===== src/rtl/inst_fetch_if.sv =====
// rtl/inst_fetch_if.sv - fetch-stage bus: imem read port, redirect input, IF/ID output handshake
interface inst_fetch_if #(
  parameter int PC_W   = 10,
  parameter int INST_W = 32
);
  logic              imem_en;
  logic [PC_W-1:0]   imem_addr;
  logic [INST_W-1:0] imem_data;
  logic              redirect;
  logic [PC_W-1:0]   redirect_pc;
  logic              out_valid;
  logic              out_ready;
  logic [INST_W-1:0] instOut;
  logic [PC_W-1:0]   NPCOut;

  modport master (
    output imem_en, imem_addr, out_valid, instOut, NPCOut,
    input  imem_data, redirect, redirect_pc, out_ready
  );

  modport slave (
    input  imem_en, imem_addr, out_valid, instOut, NPCOut,
    output imem_data, redirect, redirect_pc, out_ready
  );
endinterface


===== src/rtl/inst_fetch.sv =====
// rtl/inst_fetch.sv - KGP instruction fetch: PC, imem read issue, 2-entry skid FIFO into IF/ID
// The FIFO head doubles as the registered output; a redirect flushes the in-flight read and the FIFO.
module inst_fetch #(
  parameter int              PC_W     = 10,
  parameter int              INST_W   = 32,
  parameter logic [PC_W-1:0] RESET_PC = '0
) (
  input logic          clk,
  input logic          reset,
  inst_fetch_if.master bus
);
  logic [PC_W-1:0]   pc_q, pc_d;
  logic              pend_q, pend_d;
  logic [PC_W-1:0]   pend_npc_q, pend_npc_d;
  logic [1:0]        cnt_q, cnt_d;
  logic              out_valid_q, out_valid_d;
  logic [INST_W-1:0] head_inst_q, head_inst_d;
  logic [PC_W-1:0]   head_npc_q, head_npc_d;
  logic [INST_W-1:0] skid_inst_q, skid_inst_d;
  logic [PC_W-1:0]   skid_npc_q, skid_npc_d;

  logic       xfer;
  logic       push;
  logic       issue;
  logic [2:0] occupancy;

  // A read is only issued when its response is guaranteed a FIFO slot.
  assign xfer      = out_valid_q & bus.out_ready;
  assign push      = pend_q & ~bus.redirect;
  assign occupancy = {1'b0, cnt_q} + {2'b00, pend_q};
  assign issue     = ~bus.redirect & ((occupancy < 3'd2) | xfer);

  assign bus.imem_en   = issue;
  assign bus.imem_addr = pc_q;
  assign bus.out_valid = out_valid_q;
  assign bus.instOut   = head_inst_q;
  assign bus.NPCOut    = head_npc_q;

  always_comb begin
    pc_d        = pc_q;
    pend_d      = 1'b0;
    pend_npc_d  = pend_npc_q;
    cnt_d       = cnt_q;
    head_inst_d = head_inst_q;
    head_npc_d  = head_npc_q;
    skid_inst_d = skid_inst_q;
    skid_npc_d  = skid_npc_q;

    if (bus.redirect) begin
      pc_d  = bus.redirect_pc;
      cnt_d = 2'd0;
    end else begin
      if (issue) begin
        pc_d       = pc_q + PC_W'(1);
        pend_d     = 1'b1;
        pend_npc_d = pc_q + PC_W'(1);
      end

      unique case ({push, xfer})
        2'b10: begin
          if (cnt_q == 2'd0) begin
            head_inst_d = bus.imem_data;
            head_npc_d  = pend_npc_q;
          end else begin
            skid_inst_d = bus.imem_data;
            skid_npc_d  = pend_npc_q;
          end
          cnt_d = cnt_q + 2'd1;
        end
        2'b11: begin
          // Pop and push together: occupancy is unchanged.
          if (cnt_q == 2'd2) begin
            head_inst_d = skid_inst_q;
            head_npc_d  = skid_npc_q;
            skid_inst_d = bus.imem_data;
            skid_npc_d  = pend_npc_q;
          end else begin
            head_inst_d = bus.imem_data;
            head_npc_d  = pend_npc_q;
          end
        end
        2'b01: begin
          if (cnt_q == 2'd2) begin
            head_inst_d = skid_inst_q;
            head_npc_d  = skid_npc_q;
          end
          cnt_d = cnt_q - 2'd1;
        end
        default: ;
      endcase
    end

    out_valid_d = (cnt_d != 2'd0);
  end

  always_ff @(posedge clk or negedge reset) begin
    if (!reset) begin
      pc_q        <= RESET_PC;
      pend_q      <= 1'b0;
      pend_npc_q  <= '0;
      cnt_q       <= 2'd0;
      out_valid_q <= 1'b0;
      head_inst_q <= '0;
      head_npc_q  <= '0;
      skid_inst_q <= '0;
      skid_npc_q  <= '0;
    end else begin
      pc_q        <= pc_d;
      pend_q      <= pend_d;
      pend_npc_q  <= pend_npc_d;
      cnt_q       <= cnt_d;
      out_valid_q <= out_valid_d;
      head_inst_q <= head_inst_d;
      head_npc_q  <= head_npc_d;
      skid_inst_q <= skid_inst_d;
      skid_npc_q  <= skid_npc_d;
    end
  end
endmodule

===== src/flat_wrapper.sv =====
// flat-port wrapper written by rule: the top's interface ports become plain ports
module inst_fetch_flat 
#(
  parameter int              PC_W     = 10,
  parameter int              INST_W   = 32,
  parameter logic [PC_W-1:0] RESET_PC = '0
)
  (clk, reset, bus_imem_en, bus_imem_addr, bus_out_valid, bus_instOut, bus_NPCOut, bus_imem_data, bus_redirect, bus_redirect_pc, bus_out_ready);
  inst_fetch_if #(.PC_W(PC_W), .INST_W(INST_W)) bus_i ();
  input logic clk;
  input logic reset;
  output wire logic [$bits(bus_i.imem_en)-1:0] bus_imem_en;
  output wire logic [$bits(bus_i.imem_addr)-1:0] bus_imem_addr;
  output wire logic [$bits(bus_i.out_valid)-1:0] bus_out_valid;
  output wire logic [$bits(bus_i.instOut)-1:0] bus_instOut;
  output wire logic [$bits(bus_i.NPCOut)-1:0] bus_NPCOut;
  input wire logic [$bits(bus_i.imem_data)-1:0] bus_imem_data;
  input wire logic [$bits(bus_i.redirect)-1:0] bus_redirect;
  input wire logic [$bits(bus_i.redirect_pc)-1:0] bus_redirect_pc;
  input wire logic [$bits(bus_i.out_ready)-1:0] bus_out_ready;
  assign bus_imem_en = bus_i.imem_en;
  assign bus_imem_addr = bus_i.imem_addr;
  assign bus_out_valid = bus_i.out_valid;
  assign bus_instOut = bus_i.instOut;
  assign bus_NPCOut = bus_i.NPCOut;
  assign bus_i.imem_data = bus_imem_data;
  assign bus_i.redirect = bus_redirect;
  assign bus_i.redirect_pc = bus_redirect_pc;
  assign bus_i.out_ready = bus_out_ready;
  inst_fetch #(.PC_W(PC_W), .INST_W(INST_W), .RESET_PC(RESET_PC)) u_core (.clk(clk), .reset(reset), .bus(bus_i));
endmodule

===== config.mk =====
export PLATFORM = sky130hd
export DESIGN_NAME = inst_fetch_flat
export DESIGN_NICKNAME = d
export VERILOG_FILES = /design/src/rtl/inst_fetch_if.sv /design/src/rtl/inst_fetch.sv /design/src/flat_wrapper.sv
export SDC_FILE = /design/constraint.sdc
export NUM_CORES = 1
export LEC_CHECK = 0
export ABC_AREA = 0
export CAP_MARGIN = 20
export CORE_MARGIN = 4
export CORE_UTILIZATION = 48
export CTS_BUF_LIST = sky130_fd_sc_hd__clkbuf_8
export DETAILED_ROUTE_END_ITERATION = 8
export GPL_TIMING_DRIVEN = 0
export PLACE_DENSITY = 0.81
export SYNTH_ARGS = -nofsm -noshare
export SYNTH_HDL_FRONTEND = slang
export SYNTH_SLANG_ARGS = --single-unit

===== constraint.sdc =====
create_clock -name clk -period 3.1 [get_ports clk]
set_input_delay 0.62 -clock clk [delete_from_list [all_inputs] [get_ports clk]]
set_output_delay 0.62 -clock clk [all_outputs]
set_load 0.005 [all_outputs]

[Yosys cells after proc, flatten, opt, wreduce, memory -nomap -nowiden]
Cells that the tools add are included.
Cells by class
  $add $sub $neg: 4
  equal/unequal tests: 8
  reductions and logical operators: 8
  order comparisons: 1
  mux-type cells: 20
  bitwise logic cells: 5
Operators with widths (number)
  $mux W32: 5
  $pmux W32 S3: 1
  $mux W10: 7
  $pmux W32 S2: 1
  $pmux W10 S3: 1
  $pmux W10 S2: 1
  $add A10 B1 Y10 const B: 1
  $reduce_and A4 Y1: 2
  $eq A2 B2 Y1 const B: 3
  $ne A2 B1 Y1 const B: 3
  $reduce_bool A2 Y1: 3
  $pmux W2 S2: 1
  $add A2 B1 Y3: 1
  $and A1 B1 Y1: 3
  $lt A3 B2 Y1 const B: 1
  $reduce_bool A3 Y1: 1
  $add A2 B1 Y2 const B: 1
  $eq A2 B1 Y1 const B: 1
  $logic_not A2 Y1: 1
  $mux W1: 2
  $mux W2: 1
  $ne A2 B2 Y1 const B: 1
  $reduce_and A2 Y1: 1
  $sub A2 B1 Y2 const B: 1
  2 further kinds: 2
Word-level totals
  register bits after elaboration: 108
  output and inout port bits: 54

[Logic depth before layout (Yosys ltp)]
Gate-level depths: netlist of the first run.
  word-level depth: 6
  depth in mapped cells: 9
  mapped depth without buffers: 7

[Least setup slack after synthesis of the first run]
No wires, ideal clock.
  path type: in2reg
  start: input bus_redirect
  end: register u_core.head_npc_q[0], in the netlist u_core.bus.NPCOut[0]
  stages on the path: 9
  data required time: 2.975 ns
  setup slack: 0.369 ns
  data arrival time: 2.606 ns
  buffers on the path: 2
  setup time: 0.125 ns
  cell sequence: clkbuf_1 nand2b_1 inv_1 ha_1 mux2_1 o22a_1 nor3_4 buf_4 mux2_2
Between the ends
  word-level cells in the longest chain between the ends: 5
Ends and longest elaborated chain
  start: declaration: line flat_wrapper.sv:18  | input wire logic [$bits(bus_i.redirect)-1:0] bus_redirect;
  $not A1 Y1 (no line) *
  $and A1 B1 Y1: line inst_fetch.sv:29  | assign push = pend_q & ~bus.redirect;
  $eq A2 B1 Y1 / $eq A2 B2 Y1 (equally long branches): line inst_fetch.sv:59  | unique case ({push, xfer})
  $ne A2 B1 Y1 (no line) / $reduce_bool A3 Y1 (equally long branches)
  $reduce_and A4 Y1 (no line)
  end signal: assignment: line inst_fetch.sv:114  | head_npc_q <= head_npc_d;
  end: declaration: line inst_fetch.sv:18  | logic [PC_W-1:0] head_npc_q, head_npc_d;
Every way passes the cells marked *; elsewhere a longest branch is shown, timed or not.
A chain may end at the register's enable or synchronous reset.

[Final worst setup path of the first run]
  start: input bus_out_ready
  end: output bus_imem_en
Between the ends
  word-level cells in the longest chain between the ends: 3
Ends and longest elaborated chain
  start: declaration: line flat_wrapper.sv:20  | input wire logic [$bits(bus_i.out_ready)-1:0] bus_out_ready;
  $and A1 B1 Y1: line inst_fetch.sv:28  | assign xfer = out_valid_q & bus.out_ready;
  $or A1 B1 Y1: line inst_fetch.sv:31  | assign issue = ~bus.redirect & ((occupancy < 3'd2) | xfer);
  $and A1 B1 Y1: line inst_fetch.sv:31
  end: declaration: line flat_wrapper.sv:12  | output wire logic [$bits(bus_i.imem_en)-1:0] bus_imem_en;
Every way passes these cells.

==> results.yml, run 1 <==
timing:
  clock_skew_ps: 15.1
  timing.final.ws_setup_ps: 134
  min_period_ps: 2970
  rsz0062_at_grt: "no"
  slew_headroom_pct: 52.7
  worstMarginPinSlew_ps: 709
  setup_violations: 0
  final-hold-violation-count: 0
  slew_viol_final: 0
  fin_crit_sh_pct: 95.7
  max_freq_mhz: 337
worst_setup_path:
  slowest_stage: "clkdlybuf4s50_1"
  path_max_fanout: 11
  cp.required_ps: 2480
  crit_type: "primary input to primary output"
  crit_chain: "clkdlybuf4s50_1 -> and2_1 -> buf_2 -> inv_2 -> a21oi_4 -> buf_4 -> clkdlybuf4s50_1"
  cpMostUsedCell: "clkdlybuf4s50_1"
  cp.arrival_ps: 2350
  start_kind: "primary input"
  max_stage_delay_ps: 510
  end_kind: "primary output"
drt:
  routed_wl_um: 9560
  via_per_inst: 5.23
  post_drt_wl_per_cell_um: 15.6
  ant_nets: 0
  vias: 3213
  drt-initial-drc-count: 87
  dr.pass1.iters: 4
  drc: 0
clock_tree:
  clk_pin_slew_ps: 100
  ctsHoldBuffers: 0
  cts_buffers: 9
  htreeDepth: 3
  clkSinkCount: 108
  root_buffer: "clkbuf_8"
  cts_buffer_depth: 2
  clk-insertion-delay-late_ps: 350
  cts_tree: "done"
logic_synthesis:
  syn_inst: 365
  avgSynthCellArea_um2: 13.2
  ys_seq_area_share_pct: 55.9
  synth_edf_count: 0
  syn_nets: 416
  synth_ff_type: "dfrtp_1"
  synth-seq-cells: 108
  syn-cell-area_um2: 4830
  yosys_warnings: 0
  synth_top_area_share_pct: 55.9
  yosys.area.top_type: "dfrtp_1"
  async_flop_share_pct: 100
  yosysUniqueCellTypes: 37
  ys_top_cells_by_area: "dfrtp_1 56%, mux2_2 18%, a22o_1 7.6%, mux2_1 2.3%, xnor2_1 1.8%"
hold_path:
  min-delay-path-class: "primary input to async pin"
floorplanning:
  initial_utilization_pct: 49.4
  core-area_um2: 9770
  dieArea_um2: 11700
  row_count: 36
  io_pins: 100
  die_y_um: 108
  fp.dieW_um: 108
global_route:
  grt.overflow.total: 0
  grt_max_degree: 56
  grt_pass1_wl_um: 15900
  grt_util_all_layers_pct: 17.1
  grt_pass1_vias: 3224
  antenna_found_initial: 0
layout:
  multi_input_area_um2: 2000
  n_fill_cell: 762
  regArea_um2: 2700
  area_delta_synth_final_pct: 28.8
  drive_gt1_share_pct: 23.7
  final_cells: 614
  antenna_cells: 0
  nets: 527
  post-route-cell-area_um2: 6220
placement:
  gp_congestion: 0.768
  place_hpwl_um: 7180
  placed_area_um2: 6000
  portBuffers: 98
  placed_cells: 597
  dp_slack_ps: -259
pwr:
  total_power_w: 0.00520
  ir_worst_vdd_v: 0.000359
  p_per_area_nw_per_um2: 835
  p_leak_nw: 2.62
run_status:
  outcome: "finished clean"
job:
  maxCapViolations: 0
-- power by group --
part / leakage, nW / total [W] / switching (W) / internal (W)
clock network: 0.100 / 0.000850 / 0.000455 / 0.000395
registers: 1.31 / 0.00241 / 0.000361 / 0.00205
logic: 1.20 / 0.00193 / 0.000667 / 0.00127
total: 2.62 / 0.00520 / 0.00148 / 0.00371
-- layout make-up --
| class | count | share of cell area (%) |
|---|---|---|
| clock inverters | 6 | 1.01 |
| multi-input cells | 229 | 32.2 |
| flip-flops and latches | 108 | 43.4 |
| clock buffers | 10 | 2.21 |
| inverters | 4 | 0.241 |
| plain buffers | 24 | 1.97 |
| repair buffers | 100 | 16.3 |
| well taps | 133 | 2.67 |
-- kinds of logic (layout without fill, tap and decap cells) --
| group | after synthesis | after routing | share of synthesized area (%) |
|---|---|---|---|
| adders and majority gates | 5 | 5 | 1.30 |
| xor gates and xnor gates | 19 | 19 | 3.44 |
| and+or+nand+nor | 38 | 38 | 3.83 |
| DFF | 108 | 108 | 55.9 |
| muxes | 88 | 88 | 20.5 |
| AOI/OAI and AO/OA | 79 | 79 | 12.2 |
| buffers and inverters | 28 | 144 | 2.80 |
-- path summary, 6_finish.rpt --
check                                            start                endpoint  slack, ps  cells past startpoint
max in group asynchronous                        reset    u_core.bus.NPCOut[1]       2080                      2
worst min register to register  u_core.bus.instOut[19]  u_core.bus.instOut[19]        490                      1
min in group clk                u_core.bus.instOut[19]  u_core.bus.instOut[19]        490                      1
worst max register to register    u_core.bus.out_valid  u_core.bus.instOut[14]        570                      9
worst min-delay path                             reset  u_core.bus.instOut[24]        300                      1
worst max-delay path                     bus_out_ready             bus_imem_en        130                      7
-- layer usage --
layer	GRT usage, %	vias to the layer above	wire, um
met5	0	-	0
met4	5.23	0	158
met3	3.70	14	431
met2	28.7	69	4850
met1	22.3	1575	4120
li1	-	1555	-
-- flip-flops by register name, indices dropped and copies added, names as in the netlist --
name                  flops
u_core.pend_npc_q        10
u_core.skid_npc_q        10
u_core.bus.imem_addr     10
u_core.pend_q             1
u_core.skid_inst_q       32
u_core.bus.NPCOut        10
u_core.bus.out_valid      1
u_core.cnt_q              2
u_core.bus.instOut       32
-- layout by cell type (no fill, tap or decap), types with 2 or more instances in the layout --
master and instances:
a22o_1 42, clkdlybuf4s50_1 97, clkbuf_1 8, nand2b_1 2
inv_1 4, clkbuf_8 10, a21o_1 2, xnor2_1 10
buf_2 11, a211oi_1 2, nand2_1 12, o21ai_0 13
a21oi_1 12, buf_4 7, ha_1 5, nor2_1 12
clkinvlp_4 2, mux2_2 76, dfrtp_1 108, nand3_1 4
mux2i_1 2, xor2_1 9, mux2_1 10
-- stage by stage --
| step | TNS (ps) | utilization, % | hold WS [ps] |
|---|---|---|---|
| floorplan | 0 | - | 324 |
| finish | 0 | 63.6 | 302 |
| CTS | 0 | 63.6 | 322 |
| global placement | -270390 | 61.2 | 468 |
| global route | 0 | 63.6 | 342 |
| detailed placement | -5970 | 61.4 | 474 |
-- synth_stat cells, types with 3 or more instances --
master    instances
a21oi_1          12
a22o_1           42
buf_2            12
buf_4             4
clkbuf_1          8
dfrtp_1         108
ha_1              5
inv_1             3
mux2_1           10
mux2_2           76
nand2_1          12
nand3_1           4
nor2_1           12
o21ai_0          13
xnor2_1          10
xor2_1            9
-- worst max-delay path, delay by kind of cell --
| kind | cells | cell delay [ps] |
|---|---|---|
| buffers and inverters | 5 | 1440 |
| AND/OR/NAND/NOR | 1 | 110 |
| AO/OA/AOI/OAI | 1 | 160 |
-- timing repair --
item,4_1_cts,5_1_grt
resized for setup,2,0
buffers inserted,1,0
setup endpoints to repair,1,0
Note: power is estimated with default switching activity, not from simulation.
==> run 2: changes to the inputs <==
--- a/config.mk
+++ b/config.mk
@@ -5,14 +5,14 @@
 export SDC_FILE = /design/constraint.sdc
 export NUM_CORES = 1
 export LEC_CHECK = 0
-export ABC_AREA = 0
+export ABC_AREA = 1
 export CAP_MARGIN = 20
 export CORE_MARGIN = 4
-export CORE_UTILIZATION = 48
-export CTS_BUF_LIST = sky130_fd_sc_hd__clkbuf_8
+export CORE_UTILIZATION = 30
+export CTS_BUF_LIST = sky130_fd_sc_hd__clkbuf_16
 export DETAILED_ROUTE_END_ITERATION = 8
 export GPL_TIMING_DRIVEN = 0
-export PLACE_DENSITY = 0.81
+export PLACE_DENSITY = 0.56
 export SYNTH_ARGS = -nofsm -noshare
 export SYNTH_HDL_FRONTEND = slang
 export SYNTH_SLANG_ARGS = --single-unit
==> run 2 against run 1 <==
Routed wire length up 46%. Final cell count up 77%. Largest cell class unchanged. Critical endpoint unchanged. Via count up 45%. Maximum frequency up 1.8%. Sequential cell count unchanged.
==> results.yml, run 2 <==
run_status:
  outcome: "finished clean"
timing:
  whs_ps: 176
  fin_crit_sh_pct: 94.0
  min_period_ps: 2910
  setup_violations: 0
  worstMarginPinSlew_ps: 527
  final-hold-violation-count: 0
  slew_viol_final: 0
  slew_headroom_pct: 64.9
  rsz0062_at_grt: "no"
  max_freq_mhz: 343
  clock_skew_ps: 8.57
logic_synthesis:
  synth_commonest_cells: "385 x nand2_1, 108 x dfrtp_1, 73 x inv_1, 54 x nand3_1, 49 x nor2_1"
  syn-cell-area_um2: 5400
  synth-seq-cells: 108
  syn_nets: 798
  synth_ff_type: "dfrtp_1"
  synth_edf_count: 0
  avgSynthCellArea_um2: 7.23
  ys_seq_area_share_pct: 50.1
  synth.most_common_cell: "nand2_1"
  yosys.area.top_type: "dfrtp_1"
  yosys_warnings: 0
  yosysUniqueCellTypes: 24
  syn_inst: 747
  ys_top_cells_by_area: "dfrtp_1 50%, nand2_1 27%, inv_1 5.1%, nand3_1 5.0%, nor2_1 3.4%"
  async_flop_share_pct: 100
  synth_top_area_share_pct: 50.1
floorplanning:
  io_pins: 100
  dieArea_um2: 20200
  fp.dieW_um: 142
  initial_utilization_pct: 30.9
  core-area_um2: 17500
  die_y_um: 142
  row_count: 48
drt:
  drt-initial-drc-count: 207
  post_drt_wl_per_cell_um: 12.8
  via_per_inst: 4.27
  vias: 4643
  routed_wl_um: 13900
  dr.pass1.iters: 4
  drc: 0
  ant_nets: 0
clock_tree:
  cts_tree: "done"
  cts_resized: 0
  clkSinkCount: 108
  cts_buffer_depth: 2
  clk_pin_slew_ps: 70
  htreeDepth: 3
  root_buffer: "clkbuf_16"
  post_cts_buffers: 0
  cts_buffers: 9
  clk-insertion-delay-late_ps: 350
  ctsHoldBuffers: 0
worst_setup_path:
  crit_type: "primary input to primary output"
  crit_buf_inv: 3
  path_max_fanout: 11
  slowest_stage: "clkdlybuf4s50_1"
  crit_chain: "clkdlybuf4s50_1 -> nand2_1 -> a21oi_4 -> buf_4 -> clkdlybuf4s50_1"
  cp.required_ps: 2480
  max_stage_delay_ps: 520
  end_kind: "primary output"
  start_kind: "primary input"
  cpMostUsedCell: "clkdlybuf4s50_1"
  crit_family: "buffers and inverters"
  cp.arrival_ps: 2290
global_route:
  grt_util_all_layers_pct: 14.3
  grt_pass1_wl_um: 23300
  grt.overflow.total: 0
  grt_max_degree: 68
  antenna_found_initial: 1
  grt_pass1_vias: 4555
hold_path:
  min-delay-path-class: "primary input to async pin"
layout:
  final_cell_mix: "385 x nand2_1, 108 x dfrtp_1, 98 x clkdlybuf4s50_1"
  post-route-cell-area_um2: 7060
  nets: 909
  drive_gt1_share_pct: 5.79
  area_delta_synth_final_pct: 30.9
  n_fill_cell: 1818
  final_common_cell: "nand2_1"
  antenna_cells: 0
job:
  maxCapViolations: 0
pwr:
  p_leak_nw: 3.70
  ir_worst_vdd_v: 0.000310
  p_per_area_nw_per_um2: 830
placement:
  portBuffers: 99
  gp_congestion: 0.766
  placed_area_um2: 6700
  place_hpwl_um: 9830
[run 2: cell types whose count changed after synthesis, moves of 37 or more]
| cell | change |
|---|---|
| nand2_1 | +373 |
| mux2_2 | -76 |
| nand3_1 | +50 |
| a22o_1 | -42 |
| nor2_1 | +37 |
| inv_1 | +70 |
[run 2: cell type report]
cell class	count	area, um^2	area share, %
clock buffer	9	225	3.19
buffer	34	193	2.73
clock inverter	7	131	1.86
inverter	74	278	3.93
timing repair buffer	100	1020	14.4
sequential	108	2700	38.3
multi-input combinational	531	2230	31.6
tap	225	282	3.99
[run 2: layer usage]
metal | global-route usage, % | up-vias | routed length (um)
met5 | 0 | - | 13
met2 | 22.5 | 77 | 6220
met4 | 5.15 | 2 | 207
met1 | 19.9 | 2079 | 6900
li1 | - | 2470 | -
met3 | 2.52 | 15 | 576
[run 2: power by group]
group / internal (W) / switching, W / leakage [nW]
registers: 0.00203 / 0.000375 / 1.36
clock network: 0.000864 / 0.000522 / 0.180
logic: 0.00102 / 0.00105 / 2.16
[run 2: stage by stage]
stage	setup WS, ps	total power, W	TNS, ps	util (%)	std cells
after floorplan	997	0.00348	0	-	747
after global placement	-3000	0.00450	-323470	38.2	1071
after detailed placement	1.77	0.00453	0	38.3	1072
after CTS	70.5	0.00595	0	40.4	1088
after global routing	56.1	0.00636	0	40.4	1088
final	187	0.00586	0	40.4	1088
[run 2: cells by family after synthesis]
| group | Yosys count | synth area share [%] |
|---|---|---|
| AND/OR/NAND/NOR | 500 | 36.8 |
| XOR/XNOR | 4 | 0.649 |
| buffers and inverters | 108 | 8.72 |
| AO/OA/AOI/OAI | 22 | 2.64 |
| flip-flops | 108 | 50.1 |
| adder cells (fa/ha/maj) | 5 | 1.16 |
[run 2: final timing paths]
path | start | end | slack [ps] | cells past startpoint
min in group clk | u_core.skid_inst_q[29] | u_core.skid_inst_q[29] | 470 | 2
worst min register to register | u_core.skid_inst_q[29] | u_core.skid_inst_q[29] | 470 | 2
worst min-delay path | reset | u_core.bus.imem_addr[1] | 180 | 1
worst max-delay path | bus_out_ready | bus_imem_en | 190 | 5
worst max register to register | u_core.bus.out_valid | u_core.skid_inst_q[26] | 740 | 8
max in group asynchronous | reset | u_core.skid_inst_q[28] | 2250 | 2
